## src/rtl/instruction_encoder.sv

```systemverilog
// -----------------------------------------------------------------------------
// instruction_encoder
//   Packs decoded instruction fields into 32-bit RV32I instruction words. This
//   is the inverse of the immediate generator's field scatter. The LI pseudo-op
//   is expanded into ADDI, into LUI, or into LUI followed by ADDI.
//   There is one word of registered output, so a request's first word appears
//   one cycle after it is accepted.
//
// Parameters
//   LI_EXPAND  1: fmt LI expands to LUI/ADDI; 0: fmt LI is flagged illegal
//   ERR_ZERO   1: out_instr forced to 0 whenever out_err=1
//
// Ports
//   clk, rst_n               clock (rising edge), async active-low reset
//   in_valid / in_ready      request handshake
//   in_fmt                   0 R,1 I,2 S,3 B,4 U,5 J,6 LI,7 illegal
//   in_opcode, in_rd, in_rs1, in_rs2, in_funct3, in_funct7, in_imm
//                            decoded fields (in_imm is the full signed value)
//   out_valid / out_ready    word handshake
//   out_instr                encoded instruction word
//   out_err                  immediate out of range/misaligned, or illegal fmt
//   out_last                 last word of the current request
// -----------------------------------------------------------------------------
module instruction_encoder #(
    parameter bit LI_EXPAND = 1'b1,
    parameter bit ERR_ZERO  = 1'b0
) (
    input  logic        clk,
    input  logic        rst_n,
    input  logic        in_valid,
    output logic        in_ready,
    input  logic [2:0]  in_fmt,
    input  logic [6:0]  in_opcode,
    input  logic [4:0]  in_rd,
    input  logic [4:0]  in_rs1,
    input  logic [4:0]  in_rs2,
    input  logic [2:0]  in_funct3,
    input  logic [6:0]  in_funct7,
    input  logic [31:0] in_imm,
    output logic        out_valid,
    input  logic        out_ready,
    output logic [31:0] out_instr,
    output logic        out_err,
    output logic        out_last
);

    localparam logic [6:0] OP_LUI  = 7'h37;
    localparam logic [6:0] OP_ADDI = 7'h13;

    // IDLE: no word held; ONE: holding a last word; FIRST: holding LUI, ADDI pending.
    typedef enum logic [1:0] {S_IDLE, S_ONE, S_FIRST} state_t;

    state_t      r_state;
    logic [31:0] r_instr;
    logic        r_err;
    logic        r_last;
    logic [31:0] r_pend;       // ADDI word waiting behind a LUI

    logic        w_accept;
    logic        w_fits12;
    logic        w_fits13;
    logic        w_fits21;
    logic [19:0] w_li_hi;
    logic [31:0] w_word;
    logic [31:0] w_second;
    logic        w_err;
    logic        w_two;

    // A value fits an N-bit signed field when every bit above N-1 matches the field's sign bit.
    assign w_fits12 = (in_imm[31:11] == {21{in_imm[11]}});
    assign w_fits13 = (in_imm[31:12] == {20{in_imm[12]}});
    assign w_fits21 = (in_imm[31:20] == {12{in_imm[20]}});

    // (imm + 0x800) >> 12. ADDI sign-extends its 12-bit operand, so the upper part
    // is rounded up whenever bit 11 of the low part is set.
    assign w_li_hi = in_imm[31:12] + {19'b0, in_imm[11]};

    always_comb begin
        // NOTE: every output of this block gets a default first, so no path can infer a latch.
        w_word   = '0;
        w_second = '0;
        w_err    = 1'b0;
        w_two    = 1'b0;
        case (in_fmt)
            3'd0: w_word = {in_funct7, in_rs2, in_rs1, in_funct3, in_rd, in_opcode};
            3'd1: begin
                w_word = {in_imm[11:0], in_rs1, in_funct3, in_rd, in_opcode};
                w_err  = !w_fits12;
            end
            3'd2: begin
                w_word = {in_imm[11:5], in_rs2, in_rs1, in_funct3, in_imm[4:0], in_opcode};
                w_err  = !w_fits12;
            end
            3'd3: begin
                w_word = {in_imm[12], in_imm[10:5], in_rs2, in_rs1, in_funct3,
                          in_imm[4:1], in_imm[11], in_opcode};
                w_err  = in_imm[0] || !w_fits13;
            end
            3'd4: begin
                w_word = {in_imm[31:12], in_rd, in_opcode};
                w_err  = |in_imm[11:0];
            end
            3'd5: begin
                w_word = {in_imm[20], in_imm[10:1], in_imm[11], in_imm[19:12], in_rd, in_opcode};
                w_err  = in_imm[0] || !w_fits21;
            end
            3'd6: begin
                if (!LI_EXPAND) begin
                    w_err = 1'b1;
                end else if (w_fits12) begin
                    w_word = {in_imm[11:0], 5'd0, 3'b000, in_rd, OP_ADDI};
                end else begin
                    w_word   = {w_li_hi, in_rd, OP_LUI};
                    w_second = {in_imm[11:0], in_rd, 3'b000, in_rd, OP_ADDI};
                    w_two    = |in_imm[11:0];   // a zero low part needs no ADDI
                end
            end
            default: w_err = 1'b1;
        endcase
        if (ERR_ZERO && w_err) begin
            w_word = '0;
        end
    end

    assign in_ready  = (r_state == S_IDLE) || ((r_state == S_ONE) && out_ready);
    assign w_accept  = in_valid && in_ready;
    assign out_valid = (r_state != S_IDLE);
    assign out_instr = r_instr;
    assign out_err   = r_err;
    assign out_last  = r_last;

    always_ff @(posedge clk or negedge rst_n) begin
        if (!rst_n) begin
            r_state <= S_IDLE;
            r_instr <= '0;
            r_err   <= 1'b0;
            r_last  <= 1'b0;
            r_pend  <= '0;
        end else begin
            // NOTE: state registers use non-blocking assignments so every read in this block sees pre-edge values.
            case (r_state)
                S_FIRST: begin
                    if (out_ready) begin
                        r_state <= S_ONE;
                        r_instr <= r_pend;
                        r_err   <= 1'b0;
                        r_last  <= 1'b1;
                    end
                end
                default: begin
                    if (w_accept) begin
                        r_state <= w_two ? S_FIRST : S_ONE;
                        r_instr <= w_word;
                        r_err   <= w_err;
                        r_last  <= !w_two;
                        r_pend  <= w_second;
                    end else if ((r_state == S_ONE) && out_ready) begin
                        r_state <= S_IDLE;
                    end
                end
            endcase
        end
    end

endmodule

```

## config.mk

```make
export PLATFORM = sky130hd
export DESIGN_NAME = instruction_encoder
export DESIGN_NICKNAME = d
export VERILOG_FILES = /design/src/rtl/instruction_encoder.sv
export SDC_FILE = /design/constraint.sdc
export NUM_CORES = 1
export LEC_CHECK = 0
export BUFFER_PORTS_ARGS = -buffer_cell sky130_fd_sc_hd__buf_2
export CAP_MARGIN = 20
export CORE_UTILIZATION = 48
export CTS_CLUSTER_DIAMETER = 50
export DETAILED_ROUTE_END_ITERATION = 8
export PLACE_DENSITY = 0.83
export SYNTH_ARGS = -nofsm -noshare
export SYNTH_HDL_FRONTEND = slang
export SYNTH_SLANG_ARGS = --single-unit
```

## constraint.sdc

```tcl
create_clock -name clk -period 1.65 [get_ports clk]
set_input_delay 0.33 -clock clk [delete_from_list [all_inputs] [get_ports clk]]
set_output_delay 0.33 -clock clk [all_outputs]
set_load 0.01 [all_outputs]
```

Word level (Yosys, flattened, before mapping)
Cells that the tools add are included.
{"block": "totals", "reg_bits": 68, "output_inout_bits": 36}
{"block": "op_classes", "addsub": 1, "n_eq_ne": 12, "mux": 21, "bitwise": 1, "reduce_logical": 20}
{"cell": "$pmux 32 s7", "n": 1}
{"cell": "$mux 32", "n": 6}
{"cell": "$add 20x1->20", "n": 1}
{"cell": "$eq 20x20->1", "n": 1}
{"cell": "$eq 19x19->1", "n": 1}
{"cell": "$reduce_or 12->1", "n": 1}
{"cell": "$eq 11x11->1", "n": 1}
{"cell": "$mux 2", "n": 5}
{"cell": "$eq 3x3->1 const B", "n": 3}
{"cell": "$mux 1", "n": 8}
{"cell": "$eq 3x2->1 const B", "n": 2}
{"cell": "$reduce_and 2->1", "n": 3}
{"cell": "$pmux 1 s5", "n": 1}
{"cell": "$logic_not 1->1", "n": 4}
{"cell": "$reduce_bool 2->1", "n": 2}
{"cell": "$reduce_or 2->1", "n": 2}
{"cell": "$eq 3x1->1 const B", "n": 1}
{"cell": "$logic_not 3->1", "n": 1}
{"cell": "$logic_or 1x1->1", "n": 3}
{"cell": "$reduce_bool 3->1", "n": 1}
{"cell": "$eq 2x1->1 const B", "n": 1}
{"cell": "$eq 2x2->1 const B", "n": 1}
{"cell": "$logic_and 1x1->1", "n": 2}
{"cell": "$logic_not 2->1", "n": 1}
{"cell": "2 further kinds", "n": 2}

Logic depth before layout (Yosys ltp)
{"block": "depth", "word_depth": 6, "mapped_depth": 7, "mapped_depth_nobuf": 6}

Least setup slack after synthesis
Ideal clock, no wire load.
{"block": "synth_timing", "path_kind": "input-to-reg", "from": "input in_imm[22]", "to": "register r_instr[20] (netlist: out_instr[20])", "setup_time_ns": 0.082, "t_arrival_ns": 1.821, "t_required_ns": 1.568, "path_slack_ns": -0.253, "path_stages": 6, "n_path_buf": 1, "cell_sequence": "buf_2 > or4_1 > nor3_2 > o22a_4 > mux2_2 > a31oi_1"}
{"block": "synth_between", "elab_chain_len": 5}
{"item": "from (decl)", "line_no": "39", "source": "input logic [31:0] in_imm,"}
{"item": "$eq 20x20->1", "line_no": "70", "source": "assign w_fits12 = (in_imm[31:11] == {21{in_imm[11]}});"}
{"item": "$mux 32", "line_no": "110", "source": "end else if (w_fits12) begin"}
{"item": "$pmux 32 s7", "line_no": "84", "source": "case (in_fmt)"}
{"item": "$mux 32", "line_no": "151", "source": "if (w_accept) begin"}
{"item": "$mux 32", "line_no": "141", "source": "case (r_state)"}
{"item": "to (signal assigned)", "line_no": "145", "source": "r_instr <= r_pend;"}
{"item": "to (signal assigned)", "line_no": "153", "source": "r_instr <= w_word;"}
{"item": "to (decl)", "line_no": "54", "source": "logic [31:0] r_instr;"}
Every way passes these cells. The select of a mux whose other input is x is not followed.
A chain may end at the register's enable or synchronous reset.

Final worst setup path
{"block": "layout_timing", "from": "input in_imm[20]", "to": "register r_instr[20] (netlist: out_instr[20])"}
{"block": "layout_between", "elab_chain_len": 5, "word_cells_on_any_way": 6, "cone_classes": "add/sub: 1; eq/ne: 1; mux: 4"}
{"item": "$add 20x1->20 / $eq 20x20->1 (equally long branches)", "line_no": "76, 70"}
{"item": "$mux 32", "line_no": "110"}
{"item": "$pmux 32 s7 (*)", "line_no": "84"}
{"item": "$mux 32 (*)", "line_no": "151"}
{"item": "$mux 32 (*)", "line_no": "141"}
Mark *: on every way between the ends. The rest lies on a longest branch, timed or not. The select of a mux whose other input is x is not followed.

==> flow_metrics.tcl <==
set metrics [dict create \
    synth_fp_nets 510 \
    slew_headroom 0.657 \
    via_per_inst 6.73 \
    fin_crit_ns 1.75 \
    die_w_um 90.5 \
    die_area_mm2 0.00818 \
    grt_pass1_vias 4471 \
    path_clk_slew_ns 0.10 \
    first_pass_iters 5 \
    num_antenna_cells 0 \
    yosysTopAreaCell "dfrtp_1" \
    row_count 31 \
    cts.sinks 54 \
    insertion_delay_ns 0.31 \
    grt_max_degree 55 \
    layout_common_cells "buf_4 (99), buf_2 (97), dfrtp_1 (52)" \
    failed_checks "hold timing, setup timing" \
    cap_violations 0 \
    critPathKind "in2reg" \
    fin_crit_sh 1.06 \
    ir_worst_vdd_mv 0.493 \
    fin_area_mm2 0.00594 \
    antenna_left 0 \
    critPathMaxFanout 7 \
    fin_nets 713 \
    dp_slack_ns -0.537 \
    cellLeakagePower_uw 0.00268 \
    finalSetupViolCount 41 \
    worstMarginPinSlew_ns 0.514 \
    ys_ff_latch 54 \
    seq_area_frac_synth 0.360 \
    wl_um 16200 \
    final-max-slew-violation-count 0 \
    post-route-util 0.801 \
    worst_slack_ns -0.0995 \
    power.internal_uw 4000 \
    syn2layout_area_growth_pct 58.1 \
    clockBufferDepth 2 \
    cts-root-buf "clkbuf_8" \
    clkPwrFrac 0.140 \
    grt.overflow.total 0 \
    seqPwrFrac 0.325 \
    cts_tree "yes" \
    grt_util_all_layers 0.336 \
    fillCellCount 456 \
    hp-class "in2async" \
    synth.avg_cell_area_um2 8.61 \
    dp_hpwl_um 10200 \
    io_pins 107 \
    outcome "finished with violations" \
    port_buffers 106 \
    dpl_cell_area_mm2 0.00508 \
    wl_per_cell_um 22.0 \
    hold_buffers 0 \
    rsz0062_at_grt "yes" \
    finalHoldViolCount 12 \
    gp_congestion 1.00 \
    die_y_um 90.5 \
    vias 4964 \
    synth_cell_types 61 \
    syn_inst 436 \
    worstPathRequired_ns 1.88 \
    antenna_found_initial 0 \
    synthTopCellsByArea "dfrtp_1 (36%), nand2_1 (4.4%), a21oi_1 (3.9%)" \
    drive_above_1_share 0.482 \
    p_comb_frac 0.535 \
    final_common_cell "buf_4" \
    fp.coreArea_mm2 0.00741 \
    yosysWarnings 0 \
    arrival_ns 1.98 \
    drc 0 \
    power_switching_uw 2620 \
    critPathCaptureType "flop" \
    drt_iter0_drc 500 \
    numCtsBuffers 5 \
    htreeDepth 2 \
    fin_setup_tns_ns -1.98 \
    max_freq_mhz 572 \
    netlist_area_mm2 0.00376 \
    hold_ws_ns -0.0136 \
    synth_top_area_frac 0.360 \
    grt_pass1_wl_um 21900 \
    synthArstFlopShare 1.00 \
    switching_share 0.395 \
    powerDensity_mw_per_mm2 1120 \
    fin_skew_ns 0.00964 \
    worst_setup_path_start_kind "input port" \
    ys.flop_type "dfrtp_1" \
    synth_edf_count 0 \
    initial_utilization 0.507 \
]
[final cells by class]
type	count	area, um^2	share of cell area
multi-input combinational	338	2630	0.443
tap	99	124	0.0209
clock buffer	6	82.6	0.0139
clock inverter	1	30.0	0.00506
inverter	9	33.8	0.00569
sequential	54	1350	0.228
timing repair buffer	231	1680	0.283
[state kept, by name (all words and copies together), names as in the netlist]
register   count
out_instr     32
r_pend        18
out_last       1
r_state        2
out_err        1
[cells in the mapped netlist (all sizes together) (3+ instances only)]
library cell,n
a32oi,3
nor2b,7
xnor2,5
buf,17
nand3b,7
a31oi,8
nor4,11
and2,9
a22o,15
a2bb2oi,7
and3b,4
o21a,4
a2111o,4
o22ai,14
a2111oi,4
nand2,44
and3,6
o221ai,7
a21oi,29
dfrtp,54
inv,9
nor2,18
nand3,20
nand2b,4
clkbuf,18
a22oi,16
or4,3
ha,3
mux2,7
o211ai,3
xor2,11
nand4,10
o21ai,22
nor3,13
[routing by layer]
metal / GRT usage / routed length [um]
met1: 0.429 / 5720
met2: 0.557 / 7850
met3: 0.0648 / 1670
met4: 0.137 / 983
met5: 0 / 0
[metrics by stage]
stage / cells / total power (uW) / hold slack, ns
after floorplan: 436 / 3620 / 0.0344
after global placement: 702 / 4790 / 0.345
after detailed placement: 702 / 4900 / 0.347
after CTS: 726 / 6000 / 0.0133
after global routing: 738 / 6890 / 0.0199
final: 738 / 6620 / -0.0136
[critical path, stage by stage]
cell	delay, ns
buf_6	0.07
buf_6	0.09
nand4_1	0.24
nor3_2	0.45
o22a_4	0.32
mux2_4	0.35
a31oi_4	0.13
[final timing paths]
path,startpoint,slack (ns),endpoint,cells past startpoint
max,in_imm[20],-0.1,out_instr[20],7
min,rst_n,-0.01,out_instr[14],2
max reg2reg,r_state[1],-0.08,out_instr[20],5
min reg2reg,out_instr[12],0.49,out_instr[12],2
max in group asynchronous,rst_n,1.39,r_state[0],2
min in group clk,in_opcode[5],0.26,out_instr[5],3
[what timing repair did]
action / in CTS / in global routing
pin swaps: 17 / 38
setup buffers: 17 / 12
gates resized for setup: 41 / 60
gates cloned: 0 / 1
setup endpoints to repair: 45 / 44
[logic make-up after synthesis]
group / Yosys count / share of synthesized area
AND/OR/NAND/NOR: 161 / 0.233
AO/OA/AOI/OAI: 150 / 0.283
flip-flops: 54 / 0.360
buffers and inverters: 44 / 0.0536
XOR/XNOR: 16 / 0.0373
multiplexers: 8 / 0.0237
adder cells (fa/ha/maj): 3 / 0.00999
[power by group through the flow]
stage	logic (uW)	registers [uW]	clock network, uW
after floorplan	1320	2300	0
after global placement	2660	2130	0
after detailed placement	2750	2150	0
after CTS	2950	2140	915
after global routing	3750	2200	946
final	3540	2150	925
Power figures use the tool's default switching activity.
